===== src/rtl/actuator_power_arbiter_if.sv =====
// Request/grant bundle between the sequencing FSM and the power arbiter.
interface actuator_power_arbiter_if #(
  parameter int SPEED_W = 11
);
  logic               heater_req;
  logic               motor_req;
  logic [SPEED_W-1:0] motor_speed_req;
  logic               fault;
  logic               heater_grant;
  logic               motor_grant;
  logic [SPEED_W-1:0] motor_speed_out;
  logic [1:0]         owner;
  logic               busy;

  // Requester side (sequencing FSM)
  modport master (
    output heater_req, motor_req, motor_speed_req, fault,
    input  heater_grant, motor_grant, motor_speed_out, owner, busy
  );

  // Arbiter side
  modport slave (
    input  heater_req, motor_req, motor_speed_req, fault,
    output heater_grant, motor_grant, motor_speed_out, owner, busy
  );
endinterface


===== src/rtl/actuator_power_arbiter.sv =====
// Heater / drum motor supply arbiter: fair grant, minimum on-time,
// contested pre-emption, dead time between loads, and drum speed ramp.
module actuator_power_arbiter #(
  parameter int SPEED_W     = 11,
  parameter int CNT_W       = 16,
  parameter int MIN_ON      = 16,
  parameter int MAX_HOLD    = 1024,
  parameter int DEAD_CYCLES = 8,
  parameter int RAMP_STEP   = 50,
  parameter int RAMP_DIV    = 4
) (
  input  logic                     clk,
  input  logic                     reset_n,
  actuator_power_arbiter_if.slave  bus
);

  localparam logic [CNT_W-1:0]   MIN_ON_C  = CNT_W'(MIN_ON);
  localparam logic [CNT_W-1:0]   MAX_HLD_C = CNT_W'(MAX_HOLD);
  localparam logic [CNT_W-1:0]   DEAD_LAST = CNT_W'(DEAD_CYCLES - 1);
  localparam logic [CNT_W-1:0]   DIV_LAST  = CNT_W'(RAMP_DIV - 1);
  localparam logic [SPEED_W-1:0] STEP      = SPEED_W'(RAMP_STEP);

  typedef enum logic [2:0] {
    S_IDLE, S_HEAT, S_MOTOR, S_RAMP_DOWN, S_DEAD
  } state_t;

  state_t             state, state_nxt;
  logic               last_motor;          // 1: motor held the supply last
  logic [CNT_W-1:0]   hold_cnt, dead_cnt, ramp_cnt;
  logic [SPEED_W-1:0] speed_q, target, speed_step;
  logic               heater_q, motor_q, busy_q;
  logic [1:0]         owner_q, owner_nxt;
  logic               in_motor, nxt_motor, ramp_tick, hold_ok, hold_max;

  assign bus.heater_grant    = heater_q;
  assign bus.motor_grant     = motor_q;
  assign bus.motor_speed_out = speed_q;
  assign bus.owner           = owner_q;
  assign bus.busy            = busy_q;

  // Ramp step toward the current target, clamped so it never overshoots
  always_comb begin
    in_motor   = (state == S_MOTOR) || (state == S_RAMP_DOWN);
    ramp_tick  = in_motor && (ramp_cnt == DIV_LAST);
    target     = (state == S_MOTOR) ? bus.motor_speed_req : '0;
    speed_step = speed_q;
    if (target >= speed_q) begin
      if ((target - speed_q) <= STEP) speed_step = target;
      else                            speed_step = speed_q + STEP;
    end else begin
      if ((speed_q - target) <= STEP) speed_step = target;
      else                            speed_step = speed_q - STEP;
    end
  end

  // Next-state: arbitration in IDLE, release rules while holding
  always_comb begin
    state_nxt = state;
    hold_ok   = hold_cnt >= MIN_ON_C;
    hold_max  = hold_cnt >= MAX_HLD_C;
    case (state)
      S_IDLE: begin
        if (!bus.fault) begin
          if (bus.heater_req && bus.motor_req)
            state_nxt = last_motor ? S_HEAT : S_MOTOR;
          else if (bus.heater_req) state_nxt = S_HEAT;
          else if (bus.motor_req)  state_nxt = S_MOTOR;
        end
      end
      S_HEAT: begin
        if (bus.fault) state_nxt = S_DEAD;
        else if (hold_ok && (!bus.heater_req || (bus.motor_req && hold_max)))
          state_nxt = S_DEAD;
      end
      S_MOTOR: begin
        if (bus.fault) state_nxt = S_RAMP_DOWN;
        else if (hold_ok && (!bus.motor_req || (bus.heater_req && hold_max)))
          state_nxt = S_RAMP_DOWN;
      end
      S_RAMP_DOWN: if (speed_q == '0) state_nxt = S_DEAD;
      S_DEAD:      if (dead_cnt >= DEAD_LAST) state_nxt = S_IDLE;
      default:     state_nxt = S_IDLE;
    endcase
    nxt_motor = (state_nxt == S_MOTOR) || (state_nxt == S_RAMP_DOWN);
    case (state_nxt)
      S_IDLE:  owner_nxt = 2'd0;
      S_HEAT:  owner_nxt = 2'd1;
      S_MOTOR: owner_nxt = 2'd2;
      default: owner_nxt = 2'd3;
    endcase
  end

  // State register and fairness memory
  always_ff @(posedge clk or negedge reset_n) begin
    if (!reset_n) begin
      state      <= S_IDLE;
      last_motor <= 1'b1;
    end else begin
      state <= state_nxt;
      if (state == S_IDLE && state_nxt == S_HEAT)  last_motor <= 1'b0;
      if (state == S_IDLE && state_nxt == S_MOTOR) last_motor <= 1'b1;
    end
  end

  // Hold, dead-time and ramp-divider counters; all restart via IDLE
  always_ff @(posedge clk or negedge reset_n) begin
    if (!reset_n) begin
      hold_cnt <= '0;
      dead_cnt <= '0;
      ramp_cnt <= '0;
    end else begin
      if (state == S_IDLE) hold_cnt <= '0;
      else if ((state == S_HEAT || state == S_MOTOR) && hold_cnt != '1)
        hold_cnt <= hold_cnt + 1'b1;
      dead_cnt <= (state == S_DEAD) ? dead_cnt + 1'b1 : '0;
      if (state == S_IDLE) ramp_cnt <= '0;
      else if (in_motor)   ramp_cnt <= ramp_tick ? '0 : ramp_cnt + 1'b1;
    end
  end

  // Registered outputs, decoded from the next state
  always_ff @(posedge clk or negedge reset_n) begin
    if (!reset_n) begin
      heater_q <= 1'b0;
      motor_q  <= 1'b0;
      busy_q   <= 1'b0;
      owner_q  <= 2'd0;
      speed_q  <= '0;
    end else begin
      heater_q <= (state_nxt == S_HEAT);
      motor_q  <= nxt_motor;
      busy_q   <= (state_nxt != S_IDLE);
      owner_q  <= owner_nxt;
      if (!nxt_motor)     speed_q <= '0;
      else if (ramp_tick) speed_q <= speed_step;
    end
  end

endmodule


===== src/flat_wrapper.sv =====
// flat-port wrapper written by rule: the top's interface ports become plain ports
module actuator_power_arbiter_flat 
#(
  parameter int SPEED_W     = 11,
  parameter int CNT_W       = 16,
  parameter int MIN_ON      = 16,
  parameter int MAX_HOLD    = 1024,
  parameter int DEAD_CYCLES = 8,
  parameter int RAMP_STEP   = 50,
  parameter int RAMP_DIV    = 4
)
  (clk, reset_n, bus_heater_req, bus_motor_req, bus_motor_speed_req, bus_fault, bus_heater_grant, bus_motor_grant, bus_motor_speed_out, bus_owner, bus_busy);
  actuator_power_arbiter_if #(.SPEED_W(SPEED_W)) bus_i ();
  input  logic clk;
  input  logic reset_n;
  input wire logic [$bits(bus_i.heater_req)-1:0] bus_heater_req;
  input wire logic [$bits(bus_i.motor_req)-1:0] bus_motor_req;
  input wire logic [$bits(bus_i.motor_speed_req)-1:0] bus_motor_speed_req;
  input wire logic [$bits(bus_i.fault)-1:0] bus_fault;
  output wire logic [$bits(bus_i.heater_grant)-1:0] bus_heater_grant;
  output wire logic [$bits(bus_i.motor_grant)-1:0] bus_motor_grant;
  output wire logic [$bits(bus_i.motor_speed_out)-1:0] bus_motor_speed_out;
  output wire logic [$bits(bus_i.owner)-1:0] bus_owner;
  output wire logic [$bits(bus_i.busy)-1:0] bus_busy;
  assign bus_i.heater_req = bus_heater_req;
  assign bus_i.motor_req = bus_motor_req;
  assign bus_i.motor_speed_req = bus_motor_speed_req;
  assign bus_i.fault = bus_fault;
  assign bus_heater_grant = bus_i.heater_grant;
  assign bus_motor_grant = bus_i.motor_grant;
  assign bus_motor_speed_out = bus_i.motor_speed_out;
  assign bus_owner = bus_i.owner;
  assign bus_busy = bus_i.busy;
  actuator_power_arbiter #(.SPEED_W(SPEED_W), .CNT_W(CNT_W), .MIN_ON(MIN_ON), .MAX_HOLD(MAX_HOLD), .DEAD_CYCLES(DEAD_CYCLES), .RAMP_STEP(RAMP_STEP), .RAMP_DIV(RAMP_DIV)) u_core (.clk(clk), .reset_n(reset_n), .bus(bus_i));
endmodule

===== config.mk =====
export PLATFORM = sky130hd
export DESIGN_NAME = actuator_power_arbiter_flat
export DESIGN_NICKNAME = d
export VERILOG_FILES = /design/src/rtl/actuator_power_arbiter_if.sv /design/src/rtl/actuator_power_arbiter.sv /design/src/flat_wrapper.sv
export SDC_FILE = /design/constraint.sdc
export NUM_CORES = 1
export LEC_CHECK = 0
export BUFFER_PORTS_ARGS = -buffer_cell sky130_fd_sc_hd__buf_2
export CORE_ASPECT_RATIO = 0.9
export CORE_UTILIZATION = 36
export CTS_BUF_LIST = sky130_fd_sc_hd__clkbuf_8
export DETAILED_ROUTE_END_ITERATION = 12
export PLACE_DENSITY_LB_ADDON = 0.08
export REMOVE_ABC_BUFFERS = 1
export SLEW_MARGIN = 10
export SYNTH_ARGS = -nofsm -noshare
export SYNTH_HDL_FRONTEND = slang
export SYNTH_SLANG_ARGS = --single-unit

===== constraint.sdc =====
create_clock -name clk -period 3.8 [get_ports clk]
set_input_delay 0.38 -clock clk [delete_from_list [all_inputs] [get_ports clk]]
set_output_delay 0.38 -clock clk [all_outputs]
set_load 0.005 [all_outputs]

; After elaboration in Yosys (flattened, before gate mapping)
; Index checks and enable logic that the tools add are counted.
[totals]
in_bits = 16
wordCells = 83
out_inout_bits = 16
regBits = 68
[classes]
reduce_logical = 23
n_eq_ne = 10
n_mux = 27
add_sub_neg = 7
magnitude_cmp = 6
[ops]
columns = cell, n
row1 = 16-bit 2-to-1 mux, 6
row2 = 11-bit 2-to-1 mux, 6
row3 = 16-bit by 1-bit adder with 16-bit output (second input constant), 3
row4 = 3-bit 2-to-1 mux, 10
row5 = 11-bit by 6-bit less-or-equal comparator with 1-bit output (second input constant), 2
row6 = 11-bit subtractor, 2
row7 = 16-bit by 2-bit equality test with 1-bit output (second input constant), 1
row8 = 16-bit by 11-bit >= comparator with 1-bit output (second input constant), 1
row9 = 16-bit by 3-bit >= comparator with 1-bit output (second input constant), 1
row10 = 16-bit by 5-bit >= comparator with 1-bit output (second input constant), 1
row11 = 16-bit inequality test (second input constant), 1
row12 = 3-bit one-hot mux with 5 select lines, 1
row13 = 3-bit by 2-bit equality test with 1-bit output (second input constant), 4
row14 = 11-bit by 6-bit adder with 11-bit output (second input constant), 1
row15 = 11-bit >= comparator, 1
row16 = 11-bit logical NOT, 1
row17 = 11-bit by 6-bit subtractor with 11-bit output (second input constant), 1
row18 = 1-bit logical AND, 9
row19 = 3-bit by 1-bit equality test with 1-bit output (second input constant), 2
row20 = 3-bit logical NOT, 2
row21 = 2-bit one-hot mux with 3 select lines, 1
row22 = 2-bit nonzero test, 3
row23 = 1-bit logical OR, 5
row24 = 3-bit equality test (second input constant), 1
row25 = other kinds (5), 7

; Logic depth before layout (Yosys ltp)
[logic_depth]
word_depth = 11
mapped_depth = 19
depth_no_buf = 15

; Worst setup path before layout
; No wires, ideal clock.
[synth_path]
path_type = register -> register
start = register u_core.state[1]
end = register u_core.speed_q[3], in the netlist u_core.bus.motor_speed_out[3]
stages_incl_launch_ff = 18
arrival_time_ns = 3.663
setup_ns = 0.094
path_slack_ns = 0.043
period_less_slack_ns = 3.757
path_buffers = 3
required_time_ns = 3.706
cell_sequence = dfrtp_1 -> buf_6 -> nor3b_2 -> buf_6 -> clkbuf_1 -> nand2_1 -> inv_1 -> ha_1 -> fa_1 -> and2b_1 -> o31a_1 -> o22a_1 -> or4b_1 -> o311ai_1 -> nand4_2 -> and2_1 -> a221o_1 -> a221oi_2
[synth_between]
elab_chain_cells = 8
elab_cells_between_ends = 33
classes_between = add/sub (2) / order compare (3) / eq/ne (7) / mux (17) / reduce/logical (4)
[synth_lines]
columns = element, line_no
row1 = "start, declared", actuator_power_arbiter.sv:27  ; state_t state, state_nxt;
row2 = "start signal, assigned", actuator_power_arbiter.sv:99  ; state <= state_nxt;
row3 = 3-bit by 2-bit equality test with 1-bit output or 3-bit 2-to-1 mux (tied branches), n/a
row4 = 11-bit 2-to-1 mux or 3-bit 2-to-1 mux (tied branches), "actuator_power_arbiter.sv:45, actuator_power_arbiter.sv:66"
row5 = 11-bit subtractor (tied with other cells), actuator_power_arbiter.sv:51  ; if ((speed_q - target) <= STEP) speed_step = target;
row6 = 11-bit by 6-bit less-or-equal comparator with 1-bit output (tied with other cells), actuator_power_arbiter.sv:51
row7 = 11-bit 2-to-1 mux (tied with other cells), actuator_power_arbiter.sv:51
row8 = 11-bit 2-to-1 mux or 3-bit by 2-bit equality test with 1-bit output (tied branches), "actuator_power_arbiter.sv:47, actuator_power_arbiter.sv:84"
row9 = 11-bit 2-to-1 mux or 1-bit logical OR (tied branches), "actuator_power_arbiter.sv:135, actuator_power_arbiter.sv:84"
row10 = 11-bit 2-to-1 mux or 2-bit inequality test (tied branches), n/a
row11 = "end signal, assigned", actuator_power_arbiter.sv:135  ; else if (ramp_tick) speed_q <= speed_step;
row12 = "end, declared", actuator_power_arbiter.sv:30  ; logic [SPEED_W-1:0] speed_q, target, speed_step;
; Several ways; a longest one is shown, not always the timed one. The select of a mux whose other input is x is not followed.
; A chain may end at the register's enable or synchronous reset.

; Worst setup path in the final report
; Same ends and word-level chain as after synthesis.

==> flow_summary.toml <==
[outcome]
outcome = "completed"

[logic_synthesis]
ys_seq_elements = 68
async_reset_ff_frac = 1.00
post_synth_main_area_contributors = "sky130_fd_sc_hd__dfrtp_1, sky130_fd_sc_hd__ha_1, sky130_fd_sc_hd__nand2_1, sky130_fd_sc_hd__nor2_1, sky130_fd_sc_hd__xnor2_1"
synth-seq-area-share = 0.338
postSynthCellCount = 603
synth.distinct_cells = 74
ys.warnings.count = 0
synth_top_area_cell = "sky130_fd_sc_hd__dfrtp_1"
dominantRegCellSynth = "sky130_fd_sc_hd__dfrtp_1"
synth_area_per_cell_um2 = 8.36
synth_area_um2 = 5040
synth-edff-count = 0
yosysTopAreaCellShare = 0.333

[clock_network]
cts_hold_buf = 0
cts.root.buffer_cell = "sky130_fd_sc_hd__clkbuf_8"
h-tree-depth = 3
tritoncts = "built"
clk_latency_ps = 340
reg_clk_slew_reported_paths_ps = 70
cts.path.max_buffers = 2
numCtsBuffers = 9
clock_sinks = 68

[power_and_ir_drop]
p_per_area_nw_per_um2 = 685
worst_ir_drop_vdd_mv = 0.263
p_leak_nw = 2.70

[grt]
overflow = 0
first_global_vias = 4471
grt_pass1_wl_mm = 22.9
antenna_found_initial = 0
gr-usage-met1 = 0.274
grt.met3_usage = 0.0360
grt_max_degree = 40
gr-max-usage-layer = "met2"
grt.total_usage = 0.200
global_route.usage.met2 = 0.322

[floorplan]
die_w_um = 127
die_height_um = 114
rows = 40
die-area_um2 = 14500
initial_utilization = 0.373
io_pins = 32
core_um2 = 13500

[worst_setup_path]
timing.critical_path.cells = "nor3b_4 -> buf_6 -> nand2_1 -> inv_1 -> ha_2 -> fa_2 -> and2b_1 -> o31a_1 -> o22a_1 -> or4b_4 -> o311ai_4 -> nand4_4 -> and2_4 -> a221o_1 -> a221oi_2"
critPathMaxStageDelay_ps = 510
setup.worst_path.end_class = "register"
critPathRequiredTime_ps = 4040
timing_worst_setup_path_type = "register to register"
critical_path.slowest_cell = "sky130_fd_sc_hd__or4b_4"
critical_path_arrival_ps = 3920
setup.worst_path.start_class = "register"
crit_fanout = 5

[routing]
route.final.wire_length_mm = 13.9
detail-route-antenna-nets = 0
num_vias = 4669
route.detailed.wl_per_inst_um = 16.8
detail_route.iter0.violations = 189
drt_pass_1_iters = 4
avgViaCountPerCell = 5.62
drc_errors = 0

[sta]
report.final.hold_viol_count = 0
clock_skew_ps = 7.84
transition_at_the_pin_with_the_smallest_max_transition_slack_ps = 1120
slew_viol_final = 0
post-route-period-util = 0.968
post-route-min-period_ps = 3680
max_clock_freq_ghz = 0.272
max-slew-margin-rel = 0.251
setup_viol = 0

[final_layout]
area_growth_pct = 16.7
mostFrequentLayoutCell = "sky130_fd_sc_hd__nand2_1"
final_cell_mix = "sky130_fd_sc_hd__nand2_1, sky130_fd_sc_hd__dfrtp_1, sky130_fd_sc_hd__nor2_1, sky130_fd_sc_hd__o21ai_0, sky130_fd_sc_hd__buf_4"
number_of_standard_cells_in_the_layout_taps_in_and_fillers_out = 831
final_layout_size_suffix_gt1_frac = 0.178
nets = 701
antenna-diode-count = 0
design_area_um2 = 5890
postLayoutCoreUtil = 0.436

[place]
dpl_cell_area_um2 = 5480
dpl.hpwl_mm = 10.3
dpl.cell_count = 806
buffers_added_on_ports = 31
finalWeightedCongestion = 0.908

[worst_hold_path]
min_path_type = "input pin to async pin"

[job]
max_cap_violations = 0
[cell type report]
| type | instances | area (µm²) |
|---|---|---|
| Tap cell | 168 | 210 |
| Timing Repair Buffer | 71 | 475 |
| Sequential cell | 68 | 1700 |
| Multi-Input combinational cell | 480 | 3210 |
| Clock inverter | 5 | 47.5 |
| Clock buffer | 9 | 124 |
| Fill cell | 1372 | 7630 |
| Inverter | 30 | 113 |
[critical path, delay by kind of cell, from the launching register on]
kind | cells | cell delay, ps
AND/OR/NAND/NOR | 6 | 1380
AO/OA/AOI/OAI | 5 | 1120
adder cells (fa/ha/maj) | 2 | 530
flip-flops | 1 | 380
buffers and inverters | 2 | 180
[repair_timing]
| item | CTS | global route |
|---|---|---|
| gates resized for setup | 0 | 27 |
| endpoints found under the hold margin | 0 | 0 |
| setup endpoints to repair | 0 | 7 |
| buffers inserted | 0 | 10 |
[where the power goes]
part / internal [mW] / switching, mW
Combinational: 1.15 / 1.49
Clock: 0.289 / 0.257
Sequential: 0.802 / 0.0484
Total: 2.24 / 1.79
[Yosys cell counts (all sizes together), types with 7 or more instances]
cell type / number
nand2: 76
dfrtp: 67
nor2: 62
o21ai: 42
inv: 30
nand3: 29
xnor2: 27
and3: 26
ha: 24
a21oi: 23
xor2: 20
nor3: 16
clkbuf: 15
a31oi: 10
buf: 10
o21a: 10
or3: 9
a21o: 8
nand4: 8
nand2b: 7
nor4: 7
[registers in the layout, summed over array words and instances, names as in the netlist]
signal	count
u_core.bus.heater_grant	1
u_core.bus.motor_grant	1
u_core.dead_cnt	16
u_core.hold_cnt	16
u_core.bus.busy	1
u_core.bus.owner	2
u_core.last_motor	1
u_core.bus.motor_speed_out	11
u_core.state	3
u_core.ramp_cnt	16
[worst paths after layout]
path,from,end,slack [ps],depth (start not counted)
min,reset_n,u_core.dead_cnt[12],150,1
min in group clk,bus_heater_req,u_core.last_motor,390,3
max,u_core.state[1],u_core.bus.motor_speed_out[3],120,15
min reg2reg,u_core.dead_cnt[0],u_core.dead_cnt[0],450,1
max reg2reg,u_core.state[1],u_core.bus.motor_speed_out[3],120,15
max in group asynchronous,reset_n,u_core.last_motor,2660,2
[cells by family after synthesis]
| family | Yosys count | synth area share |
|---|---|---|
| AOI/OAI and AO/OA | 141 | 0.200 |
| xor gates and xnor gates | 47 | 0.0831 |
| adders and majority gates | 25 | 0.0635 |
| buffers and inverters | 55 | 0.0524 |
| DFF | 68 | 0.338 |
| and+or+nand+nor | 267 | 0.264 |
[routing by layer]
metal / part of all wire / up-vias
met5: 0 / -
met2: 0.46 / 120
li1: - / 2266
met3: 0.043 / 17
met1: 0.48 / 2266
met4: 0.017 / 0
[through the flow]
stage	total power, mW	setup TNS [ps]	hold WS (ps)	worst slack (ps)
floorplan	2.38	-1720	84.4	-314
global placement	3.03	0	440	92.2
detailed placement	3.05	0	445	49.7
CTS	3.62	0	190	10.8
global route	4.34	-95.9	213	-61.4
finish	4.03	0	154	122
Power figures use the tool's default switching activity.
